--- src/rtl/muldiv_hilo_ctrl.sv ---
// HI/LO register pair and sequencer for the shared radix-4 multiplier.
// Multiplies run in the background; only HI/LO-touching ops stall.
module muldiv_hilo_ctrl (
  input  logic        clk,
  input  logic        reset,
  input  logic        op_valid,
  input  logic [2:0]  op_code,
  input  logic [31:0] rs_data,
  input  logic [31:0] rt_data,
  output logic        stall,
  output logic [31:0] rd_data,
  output logic [31:0] hi,
  output logic [31:0] lo,
  output logic        done,
  output logic        mul_start,
  output logic [31:0] mul_a,
  output logic [31:0] mul_b,
  input  logic [63:0] mul_z,
  input  logic        mul_busy
);

  typedef enum logic [1:0] {
    S_IDLE,
    S_LAUNCH,
    S_WAIT
  } state_t;

  state_t      state_q, state_d;
  logic [31:0] hi_q, hi_d;
  logic [31:0] lo_q, lo_d;
  logic [31:0] op_a_q, op_a_d;
  logic [31:0] op_b_q, op_b_d;
  logic        uns_q, uns_d;

  logic        op_mult;
  logic        op_multu;
  logic        op_mthi;
  logic        op_mtlo;
  logic        op_mfhi;
  logic        op_mflo;
  logic        op_hilo;
  logic        accept;
  logic [31:0] corr;

  // one-hot decode of the HI/LO opcode space
  always_comb begin
    op_mult  = 1'b0;
    op_multu = 1'b0;
    op_mthi  = 1'b0;
    op_mtlo  = 1'b0;
    op_mfhi  = 1'b0;
    op_mflo  = 1'b0;
    unique case (1'b1)
      (op_code == 3'd0): op_mult  = 1'b1;
      (op_code == 3'd1): op_multu = 1'b1;
      (op_code == 3'd2): op_mthi  = 1'b1;
      (op_code == 3'd3): op_mtlo  = 1'b1;
      (op_code == 3'd4): op_mfhi  = 1'b1;
      (op_code == 3'd5): op_mflo  = 1'b1;
      default: ;
    endcase
  end

  assign op_hilo = op_mult | op_multu | op_mthi |
                   op_mtlo | op_mfhi | op_mflo;

  assign stall  = op_valid & op_hilo & (state_q != S_IDLE);
  assign accept = op_valid & ~stall;

  // the multiplier is signed; fix up HI for unsigned operands
  assign corr = uns_q
              ? ((op_a_q[31] ? op_b_q : 32'd0) +
                 (op_b_q[31] ? op_a_q : 32'd0))
              : 32'd0;

  // next-state, latch and HI/LO update logic
  always_comb begin
    state_d = state_q;
    hi_d    = hi_q;
    lo_d    = lo_q;
    op_a_d  = op_a_q;
    op_b_d  = op_b_q;
    uns_d   = uns_q;
    unique case (state_q)
      S_IDLE: begin
        if (accept && (op_mult || op_multu)) begin
          op_a_d  = rs_data;
          op_b_d  = rt_data;
          uns_d   = op_multu;
          state_d = S_LAUNCH;
        end else if (accept && op_mthi) begin
          hi_d = rs_data;
        end else if (accept && op_mtlo) begin
          lo_d = rs_data;
        end
      end
      S_LAUNCH: state_d = S_WAIT;
      S_WAIT: begin
        if (!mul_busy) begin
          lo_d    = mul_z[31:0];
          hi_d    = mul_z[63:32] + corr;
          state_d = S_IDLE;
        end
      end
      default: state_d = S_IDLE;
    endcase
  end

  // state and datapath registers
  always_ff @(posedge clk or posedge reset) begin
    if (reset) begin
      state_q <= S_IDLE;
      hi_q    <= 32'd0;
      lo_q    <= 32'd0;
      op_a_q  <= 32'd0;
      op_b_q  <= 32'd0;
      uns_q   <= 1'b0;
    end else begin
      state_q <= state_d;
      hi_q    <= hi_d;
      lo_q    <= lo_d;
      op_a_q  <= op_a_d;
      op_b_q  <= op_b_d;
      uns_q   <= uns_d;
    end
  end

  assign mul_start = (state_q == S_LAUNCH);
  assign done      = (state_q == S_WAIT) & ~mul_busy;
  assign mul_a     = op_a_q;
  assign mul_b     = op_b_q;
  assign hi        = hi_q;
  assign lo        = lo_q;

  // MFHI/MFLO read port, zero unless a read is accepted
  always_comb begin
    rd_data = 32'd0;
    if (accept && op_mfhi) rd_data = hi_q;
    if (accept && op_mflo) rd_data = lo_q;
  end

endmodule

--- config.mk ---
export PLATFORM = sky130hd
export DESIGN_NAME = muldiv_hilo_ctrl
export DESIGN_NICKNAME = d
export VERILOG_FILES = /design/src/rtl/muldiv_hilo_ctrl.sv
export SDC_FILE = /design/constraint.sdc
export NUM_CORES = 1
export LEC_CHECK = 0
export BUFFER_PORTS_ARGS = -buffer_cell sky130_fd_sc_hd__buf_4
export CELL_PAD_IN_SITES_DETAIL_PLACEMENT = 2
export CELL_PAD_IN_SITES_GLOBAL_PLACEMENT = 2
export CORE_ASPECT_RATIO = 1.75
export CORE_UTILIZATION = 27
export DETAILED_ROUTE_END_ITERATION = 10
export PLACE_DENSITY_LB_ADDON = 0.1
export SLEW_MARGIN = 20
export SYNTH_ARGS = -nofsm -noshare
export SYNTH_HDL_FRONTEND = slang
export SYNTH_SLANG_ARGS = --single-unit
--- constraint.sdc ---
create_clock -name clk -period 4.6 [get_ports clk]
set_input_delay 0 -clock clk [delete_from_list [all_inputs] [get_ports clk]]
set_output_delay 0 -clock clk [all_outputs]
set_load 0.01 [all_outputs]
==> results.md, run 1 <==
- Setup WS pre-CTS: -0.199 ns
- Outcome: finished clean
- DP Cell Count: 1850
- Reg2Reg Depth: 25
- Nets: 1745
- WP data required: 4.98 ns
- Starting density of the core: 27.5%
- Reg clk slew, reported paths: 0.06 ns
- Clock sinks: 131
- First-pass GRT wire length: 62.9 mm
- Port buffer count: 297
- Syn Inst Count: 1077
- Vias/cell: 4.93
- Async set-reset flop share out of synthesis: 100%
- Arrival time worst endpoint: 4.97 ns
- EDFF count, synth: 0
- DR WL/cell: 20.4 um
- Static leakage: 0.00714 uW
- Grt met2 use: 42.2%
- Synth Warn #: 0
- Pwr/cell area: 469 nW/um^2
- RSZ-0062 raised after global routing: true
- Max_cap viols: 0
- Share of cells above drive strength 1: 37.8%
- Largest net degree at the start of global routing: 69
- Dominant synthesized flop cell: dfrtp_1
- Relative slew slack: 31.8%
- Final Cell Area: 15000 um^2
- HPWL after DPL: 30.5 mm
- Non-filler cells, final: 2020
- Core outline area: 34700 um^2
- Hold Fails Final Rpt: 0
- Worst Setup Slack, final: 0.00767 ns
- Initial antenna violation count: 1
- Routed Antenna Nets: 0
- Crit. End Element: flop
- Die X: 144 um
- Grt met3 use: 3.38%
- Chip Height: 251 um
- Final period utilization: 99.8%
- Post-Syn Area: 9540 um^2
- Vias in the first global route: 11100
- Syn_area_per_cell: 8.86 um^2
- Die footprint: 36100 um^2
- Register-to-register setup slack: 0.008 ns
- Drt drc: 0
- Critical path peak fanout: 5
- Unique masters post-synth: 75
- Fin crit period: 4.59 ns
- H-tree depth: 4
- Worst Hold Class: in -> async
- Total global routing overflow: 0
- CTS tree: built
- Met1 GRT Util: 26.7%
- Final Max Tran Viols: 0
- FP Rows: 90
- Layout area overhead: 57.6%
- Register area share after synthesis: 34.3%
- RR Startpoint: mul_b[31]
- Syn nets: 1276
- Max clock buf depth: 2
- DR pass1 iterations: 4
- Worst-Margin Slew: 1.02 ns
- GRT Total Usage: 22.9%
- Startpoint types: flop
- CTS root buffer: clkbuf_16
- Num CTS Buffers: 17
- Fmax: 218 MHz
- Post-synthesis sequential element count: 131
- Commonest non-fill, non-tap cell in the layout: buf_4
- # setup viols final: 0
- Via count: 9949
- Worst setup path class: reg -> reg
- Gpl congestion: 0.801
- Reg2reg end: hi[29]
- GR peak layer: met2
- Clock latency on the worst-skew pair: 0.44 ns
- Most frequent cells in the layout: buf_4, dfrtp_1, nor2_1, dlygate4sd3_1, nand2_1
- Routed Wire Length: 41.2 mm
- VDD IR max: 0.000304 V
- Power, Total: 7060 uW
- 1st-iter DRT viols: 193
- Skew final: 0.00752 ns
- Num ports: 298
- Placed cell areas: 12600 um^2
flip-flops by register name, summed over array words and instances (netlist names):
register and count:
hi 32, lo 32, mul_a 32, mul_b 32, state_q 2, uns_q 1
metrics by stage:
stage	util, %	setup TNS [ns]	hold slack (ns)
finish	43.4	0	0.0809
CTS	42.2	0	0.0800
floorplan	-	0	0.0900
global route	43.4	-1.93	0.105
global placement	36.4	-0.424	-0.000289
detailed placement	36.4	-0.989	0.00356
cell families after synthesis:
logic type / Yosys count / share of synthesized area (%)
flip-flops: 131 / 34.3
XOR/XNOR: 38 / 3.64
adder cells (fa/ha/maj): 64 / 8.55
AO/OA/AOI/OAI: 265 / 18.1
multiplexers: 106 / 12.0
AND/OR/NAND/NOR: 391 / 19.5
buffers and inverters: 82 / 3.89
timing repair:
action,CTS,global route
buffers inserted,6,14
cloned,0,2
endpoints found under the setup margin,12,15
endpoints found under the hold margin,149,0
pin swaps,32,72
gates resized for setup,49,71
hold buffers,116,0
worst max-delay path, cell delays in order (launching register included):
cell,delay (ns)
dfrtp_2,0.46
nand2_2,0.09
inv_1,0.07
ha_4,0.21
a21o_1,0.19
a21oi_4,0.18
o21ai_2,0.08
a21o_1,0.17
a21o_1,0.20
a221o_1,0.35
a21oi_2,0.14
xnor2_1,0.13
nor2_1,0.07
ha_1,0.33
buf_4,0.14
o21ai_1,0.14
nand2b_1,0.09
and3_4,0.19
a22oi_2,0.23
nand2_2,0.13
a21boi_4,0.18
buf_4,0.14
buf_4,0.10
a21oi_2,0.05
or3_1,0.36
nand3_1,0.09
worst max-delay path by stage:
stage          depth (start not counted)      start     end
4_1_cts                               22  mul_b[31]  hi[31]
5_1_grt                               21  mul_a[31]  hi[26]
3_3_place_gp                          21  mul_a[31]  hi[31]
6_report                              25  mul_b[31]  hi[29]
3_5_place_dp                          20  mul_b[31]  hi[30]
2_1_floorplan                         23  mul_b[31]  hi[31]
where the power goes:
part           internal, uW  leakage, uW  switching (uW)  total, uW
Clock                   754     0.000265             570       1320
Sequential             1510      0.00153             356       1870
Combinational          1950      0.00534            1920       3870
cell type report:
class	instances	area (um^2)
well taps	460	576
clock buffers	19	443
repair buffers	503	4100
diodes	1	2.50
multi-input cells	864	6420
flip-flops and latches	131	3280
fillers	3834	19600
inverters	29	114
clock inverters	13	111
synth_stat cells (6+ instances only):
cell type	count	area [um^2]
o211ai_1	9	67.6
mux2_2	66	743
a21oi_1	72	360
nor2b_1	7	43.8
a211oi_1	6	45.0
xor2_1	9	78.8
mux2i_1	40	400
xnor2_1	28	245
nand3_1	17	85.1
o21ai_0	41	205
clkbuf_1	43	161
a31oi_1	38	238
or3_1	6	37.5
and2_1	75	469
nor2_1	126	473
o21a_1	6	45.0
nand2b_1	10	62.6
nand2_1	105	394
o21bai_1	8	60.1
inv_1	28	105
nor3_1	15	75.1
dfrtp_1	131	3280
ha_1	62	776
and3_1	11	68.8
a21o_1	41	308
layer usage:
metal	share of wire, %	vias up
met1	41	4934
met5	0	-
met3	3.6	40
met2	53	210
met4	1.9	0
li1	-	4765
Power figures use the tool's default switching activity.
==> inputs of run 2 (changes only) <==
--- a/config.mk
+++ b/config.mk
@@ -5,11 +5,12 @@
 export SDC_FILE = /design/constraint.sdc
 export NUM_CORES = 1
 export LEC_CHECK = 0
+export ABC_AREA = 1
 export BUFFER_PORTS_ARGS = -buffer_cell sky130_fd_sc_hd__buf_4
 export CELL_PAD_IN_SITES_DETAIL_PLACEMENT = 2
 export CELL_PAD_IN_SITES_GLOBAL_PLACEMENT = 2
 export CORE_ASPECT_RATIO = 1.75
-export CORE_UTILIZATION = 27
+export CORE_UTILIZATION = 25
 export DETAILED_ROUTE_END_ITERATION = 10
 export PLACE_DENSITY_LB_ADDON = 0.1
 export SLEW_MARGIN = 20
==> run 2 against run 1 <==
Largest cell class unchanged; worst setup slack gained 0.37 ns; combinational power shrank 42%; clock skew up 0.0064 ns; critical path depth decreased by 1; clock power rose by 17%; first-iteration DRC count up 64%.
==> results.md, run 2 <==
- Hold Fails Final Rpt: 0 (unchanged)
- Nets: 2172 (+24%)
- Worst Setup Slack, final: 0.378 ns (+0.370 ns)
- Static leakage: 0.00810 uW (+13%)
- Unique masters post-synth: 45 (-40%)
- Routed Antenna Nets: 0 (unchanged)
- Register area share after synthesis: 31.9% (-2.4 points)
- EDFF count, synth: 0 (unchanged)
- Post-Syn Area: 10300 um^2 (+7.6%)
- Commonest cells post-synth: nand2_1, inv_1, nor2_1
- Syn nets: 1790 (+40%)
- Routed Wire Length: 49.8 mm (+21%)
- 1st-iter DRT viols: 316 (+64%)
- Via count: 12100 (+22%)
- Reg area: 3280 um^2 (about the same)
- Total global routing overflow: 0 (unchanged)
- Gate power share: 41.0% (-14 points)
- Post-CTS setup buffers: 0 (-6)
- Worst-Margin Slew: 0.941 ns (-0.0822 ns)
- Int Power: 3300 uW (-22%)
- Slowest CP cell: dfrtp_2
- Post-layout util: 36.6% (-6.8 points)
- Worst setup path class: reg -> reg
- Final Max Tran Viols: 0 (unchanged)
- Startpoint types: flop
- Setup WS pre-CTS: -0.0282 ns (+0.171 ns)
- Vias/cell: 4.78 (-3.0%)
- DR pass1 iterations: 4 (unchanged)
- Share of cells above drive strength 1: 19.6% (-18 points)
- Largest net degree at the start of global routing: 91 (+32%)
- Clock sinks: 131 (unchanged)
- WP data required: 4.97 ns (about the same)
- H-tree depth: 4 (unchanged)
- Crit path largest cell delay: 0.48 ns (+0.02 ns)
- Drt drc: 0 (unchanged)
- Crit. End Element: flop
- CTS tree: built
- # setup viols final: 0 (unchanged)
- Pwr/cell area: 372 nW/um^2 (-21%)
- Placed cell areas: 13000 um^2 (+3.0%)
- Starting density of the core: 25.5% (-2.0 points)
- HPWL after DPL: 39.4 mm (+29%)
- Vias in the first global route: 13700 (+23%)
- Async set-reset flop share out of synthesis: 100% (unchanged)
- Die X: 155 um (+7.7%)
- Yosys top cell by area: dfrtp_1
- Most common cell in the netlist: nand2_1
- Port buffer count: 297 (unchanged)
- Gpl congestion: 0.844 (+5.4%)
- CP most frequent cell: nand2_1
- Clock network power share: 28.1% (+9.4 points)
- Arrival time worst endpoint: 4.59 ns (-0.38 ns)
- Footprint of the multi-input gates: 5900 um^2 (-8.1%)
- Max_cap viols: 0 (unchanged)
- RSZ-0062 raised after global routing: false
- Synth Warn #: 0 (unchanged)
- Layout area overhead: 43.6%
- Skew final: 0.0140 ns (+0.00644 ns)
- CTS root buffer: clkbuf_16
- Initial antenna violation count: 3 (+2)
- Setup_tns: 0 ns (unchanged)
- Critical path peak fanout: 25 (+20)
- Core outline area: 40300 um^2 (+16%)
- Die footprint: 41900 um^2 (+16%)
- Reg clk slew, reported paths: 0.07 ns (about the same)
- GRT Total Usage: 24.3% (+1.3 points)
- FP Rows: 97 (+7.8%)
- Area share of the leading cell type in the synthesized netlist: 31.9% (-2.4 points)
- Syn Inst Count: 1591 (+48%)
- Fillers: 4944 (+29%)
- Crit path cell chain: buf_8 > nand2_1 > inv_1 > ha_1 > or2_1 > nand4_1 > nand2_1 > nand2_1 > nand2_1 > nand2_1 > nand2_2 > nand2_1 > nand2_1 > o21ai_0 > a21oi_1 > ha_2 > nand2_1 > o21ai_1 > a21oi_1 > nand3_1 > nand2_1 > nand3_1 > nand3_1 > a22oi_1
- Family with the most delay on the worst path: simple AND/OR/NAND/NOR gates
- Worst path bufs/invs: 2 (-2)
- VDD IR max: 0.000251 V (-18%)
- Relative slew slack: 37.1% (+5.4 points)
- Commonest non-fill, non-tap cell in the layout: nand2_1
- Sequential group share of total power: 30.9% (+4.5 points)
- Num ports: 298 (unchanged)
- Chip Height: 270 um (+7.7%)
- Syn_area_per_cell: 6.46 um^2 (-27%)
- Power, Total: 5480 uW (-22%)
- Switch Pwr: 2190 uW (-23%)
- Fin crit period: 4.22 ns (-0.370 ns)
- Clock latency on the worst-skew pair: 0.46 ns (+0.02 ns)
- Most frequent cells in the layout: nand2_1, buf_4, inv_1, nor2_1, a21oi_1
- Final Cell Area: 14700 um^2 (-2.0%)
- First-pass GRT wire length: 77.3 mm (+23%)
- Final period utilization: 91.8% (-8.0 points)
- Top cells by area, synth: dfrtp_1, nand2_1, inv_1
- Worst Hold Class: in -> reg
- Post-synthesis sequential element count: 131 (unchanged)
- DR WL/cell: 19.7 um (-3.6%)
- Num CTS Buffers: 17 (unchanged)
- Max clock buf depth: 2 (unchanged)
- Dominant synthesized flop cell: dfrtp_1
- Outcome: finished clean
- Fmax: 237 MHz (+8.8%)
- Switch share: 39.9% (-0.38 points)
==> run 2: changes by cell type in the layout (fill, tap and decap cells not counted), sizes merged, moves of 40 or more <==
cell,previous run,this run
nand2,106,551
inv,29,238
a21oi,73,149
buf,387,312
and2,75,3
mux2,66,0
mux2i,40,0
==> run 2: kinds of logic (layout without fill, tap and decap cells) <==
kind of cell	count (synthesis)	count (layout)	synth area share [%]
simple gates	802	802	31.4
compound gates	300	300	16.6
buf+inv	284	679	11.3
flops	131	131	31.9
fa+ha+maj	64	64	7.94
xor+xnor	10	10	0.853
other cells	0	3	0
==> run 2: worst register-to-register path, delay by kind of cell (launching register included) <==
family / cells / cell delay [ns]
adders and majority gates: 2 / 0.72
AOI/OAI and AO/OA: 5 / 0.85
and+or+nand+nor: 15 / 1.84
DFF: 1 / 0.48
buffers and inverters: 2 / 0.23
==> run 2: worst paths after layout <==
| check | startpoint | endpoint | slack, ns | depth (start not counted) |
|---|---|---|---|---|
| max | mul_b[31] | hi[26] | 0.38 | 24 |
| min | mul_z[61] | hi[29] | 0.05 | 5 |
| max reg2reg | mul_b[31] | hi[26] | 0.38 | 24 |
| min reg2reg | mul_b[26] | mul_b[26] | 0.51 | 2 |
| max in group asynchronous | reset | mul_b[20] | 3.15 | 4 |
| min in group asynchronous | reset | lo[28] | 0.21 | 3 |
==> run 2: timing repair <==
item	in CTS	in global routing
hold buffers	102	0
gates resized for setup	2	21
cloned	0	0
hold endpoints to repair	218	0
endpoints found under the setup margin	3	12
==> run 2: layout make-up <==
cell class	instances	share of cell area [%]
Clock buffer	19	2.94
Clock inverter	13	1.35
Multi-Input combinational cell	1176	40.0
Tap cell	544	4.62
Antenna cell	3	0.0509
Sequential cell	131	22.2
Inverter	233	5.96
Timing Repair Buffer	414	22.9
==> run 2: through the flow <==
| step | hold slack [ns] | instances |
|---|---|---|
| 2_1_floorplan | 0.0475 | 1591 |
| 3_3_place_gp | 0.197 | 2396 |
| 3_5_place_dp | 0.202 | 2396 |
| 4_1_cts | 0.0433 | 2530 |
| 5_1_grt | 0.110 | 2533 |
| 6_report | 0.0520 | 2533 |
==> run 2: power groups by stage <==
stage	registers, uW	logic, uW	clock network, uW
6_report	1690	2250	1540
5_1_grt	1740	2490	1620
4_1_cts	1700	2260	1590
3_5_place_dp	1720	2180	0
3_3_place_gp	1710	2110	0
2_1_floorplan	1770	1040	0
==> run 2: routing by layer <==
metal | track usage [%] | wire length, um
met5 | 0 | 0
met3 | 2.82 | 1160
met4 | 8.95 | 1480
met1 | 26.2 | 19700
met2 | 47.4 | 27400
==> inputs of run 3 (changes only) <==
--- a/config.mk
+++ b/config.mk
@@ -10,7 +10,7 @@
 export CELL_PAD_IN_SITES_DETAIL_PLACEMENT = 2
 export CELL_PAD_IN_SITES_GLOBAL_PLACEMENT = 2
 export CORE_ASPECT_RATIO = 1.75
-export CORE_UTILIZATION = 25
+export CORE_UTILIZATION = 30
 export DETAILED_ROUTE_END_ITERATION = 10
 export PLACE_DENSITY_LB_ADDON = 0.1
 export SLEW_MARGIN = 20
==> constraint.sdc (replaced) <==
create_clock -name clk -period 5.4 [get_ports clk]
set_input_delay 0 -clock clk [delete_from_list [all_inputs] [get_ports clk]]
set_output_delay 0 -clock clk [all_outputs]
set_load 0.01 [all_outputs]
==> run 3 against run 2 <==
Total power is 17% lower; flip-flop and latch count stayed put; worst hold slack worse by 0.051 ns; global-route usage is 4.8 points higher; non-clock buffer count is 8 lower; clock-buffer cell count stayed put; via count is 2.0% higher.
==> results.md, run 3 (synthesized netlist as in run 2, its figures left out) <==
- Met1 GRT Util: 31.2% (+5.0 points)
- Footprint of the multi-input gates: 5840 um^2 (-0.98%)
- Final period utilization: 85.0% (-6.8 points)
- Die footprint: 35000 um^2 (-17%)
- Routed Wire Length: 50.1 mm (+0.71%)
- Total global routing overflow: 0 (unchanged)
- Share of cells above drive strength 1: 18.7% (-0.97 points)
- Nets: 2164 (-0.37%)
- Routed Antenna Nets: 0 (unchanged)
- WP data required: 5.77 ns (+0.80 ns)
- Layout area overhead: 40.5%
- Outcome: finished clean
- Register-to-register setup slack: 0.81 ns (+0.43 ns)
- Worst-Margin Slew: 0.990 ns (+0.0482 ns)
- Cells resized by post-CTS repair: 0 (-2)
- Grt met2 use: 55.2% (+7.9 points)
- Reg area: 3280 um^2 (about the same)
- Worst Setup Slack, final: 0.811 ns (+0.433 ns)
- VDD IR max: 0.000249 V (-0.83%)
- DR pass1 iterations: 4 (unchanged)
- Setup WS pre-CTS: 0.845 ns (+0.873 ns)
- Most frequent cells in the layout: nand2_1, buf_4, inv_1, nor2_1, a21oi_1
- Worst setup path class: reg -> reg
- Clock network power share: 25.7% (-2.4 points)
- Vias/cell: 5.07 (+6.2%)
- Fmax: 218 MHz (-8.0%)
- HPWL after DPL: 37.1 mm (-5.8%)
- Max_cap viols: 0 (unchanged)
- H-tree depth: 4 (unchanged)
- Worst Hold Class: in -> reg
- Switch Pwr: 1870 uW (-14%)
- Final Max Tran Viols: 0 (unchanged)
- FP Rows: 89 (-8.2%)
- Setup_tns: 0 ns (unchanged)
- Gate power share: 42.2% (+1.2 points)
- DP Cell Count: 2301 (-4.0%)
- Non-filler cells, final: 2434 (-3.9%)
- 1st-iter DRT viols: 420 (+33%)
- Arrival time worst endpoint: 4.96 ns (+0.37 ns)
- Pwr/cell area: 314 nW/um^2 (-15%)
- Int Power: 2660 uW (-19%)
- Fin crit period: 4.59 ns (+0.367 ns)
- Sequential group share of total power: 32.1% (+1.2 points)
- Initial antenna violation count: 2 (-1)
- RSZ-0062 raised after global routing: false
- Startpoint types: flop
- # setup viols final: 0 (unchanged)
- Hold Fails Final Rpt: 0 (unchanged)
- DR WL/cell: 20.6 um (+4.8%)
- First-pass GRT wire length: 77.0 mm (-0.39%)
- Clock latency on the worst-skew pair: 0.47 ns (about the same)
- Switch share: 41.2% (+1.4 points)
- Vias in the first global route: 14000 (+1.9%)
- Commonest non-fill, non-tap cell in the layout: nand2_1
- Starting density of the core: 30.4% (+5.0 points)
- Num ports: 298 (unchanged)
- Chip Height: 247 um (-8.6%)
- Critical path peak fanout: 21 (-16%)
- Crit. End Element: flop
- Skew final: 0.0171 ns (+0.00316 ns)
- Clock sinks: 131 (unchanged)
- Relative slew slack: 33.9% (-3.2 points)
- CTS tree: built
- GR peak layer: met2
- Static leakage: 0.00803 uW (-0.94%)
- Grt met3 use: 3.33% (+0.51 points)
- Via count: 12300 (+2.0%)
- Drt drc: 0 (unchanged)
- Gpl congestion: 0.891 (+5.5%)
- GRT Total Usage: 29.1% (+4.8 points)
- Die X: 142 um (-8.6%)
- CTS root buffer: clkbuf_16
- Port buffer count: 297 (unchanged)
- Reg clk slew, reported paths: 0.07 ns (about the same)
- Power, Total: 4540 uW (-17%)
- Max clock buf depth: 2 (unchanged)
- Fillers: 4101 (-17%)
- Num CTS Buffers: 17 (unchanged)
- Post-CTS setup buffers: 0 (unchanged)
- Largest net degree at the start of global routing: 70 (-23%)
- Core outline area: 33700 um^2 (-16%)
run 3: final cells by class:
type | count | area share [%]
multi-input cells | 1176 | 40.5
repair buffers | 406 | 22.9
flip-flops and latches | 131 | 22.7
inverters | 233 | 6.10
well taps | 455 | 3.94
clock buffers | 19 | 3.14
clock inverters | 12 | 0.754
diodes | 2 | 0.0347
run 3: routing by layer:
metal  up-vias  share of wire, %
met2       293                54
met3       109               3.0
met4         0               4.5
met5         -                 0
met1      6123                39
li1       5819                 -
run 3: per-stage QoR:
stage               hold slack (ns)  util (%)  cell area (um^2)
floorplan                    0.0475         -             10300
CTS                          0.0193      42.8             14400
global placement              0.154      38.1             12900
global route                 0.0351      42.8             14400
detailed placement            0.163      38.1             12900
finish                      0.00130      42.8             14400
run 3: repair_timing:
action	in CTS	in global routing
endpoints found under the hold margin	196	0
hold buffers	100	0
endpoints found under the setup margin	0	0
run 3: worst paths after layout:
kind	cells past startpoint	to	start
worst max-delay path	20	hi[22]	mul_b[31]
worst min-delay path	5	hi[31]	mul_z[63]
worst max register to register	20	hi[22]	mul_b[31]
worst min register to register	2	mul_b[0]	mul_b[0]
max in group asynchronous	4	hi[2]	reset
min in group asynchronous	3	lo[6]	reset
run 3: power by group through the flow:
stage | Combinational, uW | Clock (uW) | Sequential [uW]
CTS | 1900 | 1180 | 1450
global route | 2100 | 1220 | 1490
floorplan | 886 | 0 | 1500
global placement | 1750 | 0 | 1450
finish | 1910 | 1170 | 1450
detailed placement | 1820 | 0 | 1460
run 3: critical path, stage by stage, from the launching register on:
cell,delay (ns)
dfrtp_1,0.65
buf_4,0.36
nand2_1,0.09
inv_1,0.06
ha_1,0.28
a21oi_1,0.24
o21ai_0,0.15
nand2_1,0.10
o211ai_1,0.17
o21bai_1,0.27
o21ai_0,0.18
a21oi_1,0.07
ha_1,0.39
nand2_1,0.13
nor2_1,0.14
inv_1,0.09
nor3_1,0.45
nand2_1,0.15
nand3b_1,0.12
nand3_1,0.15
a31oi_1,0.24
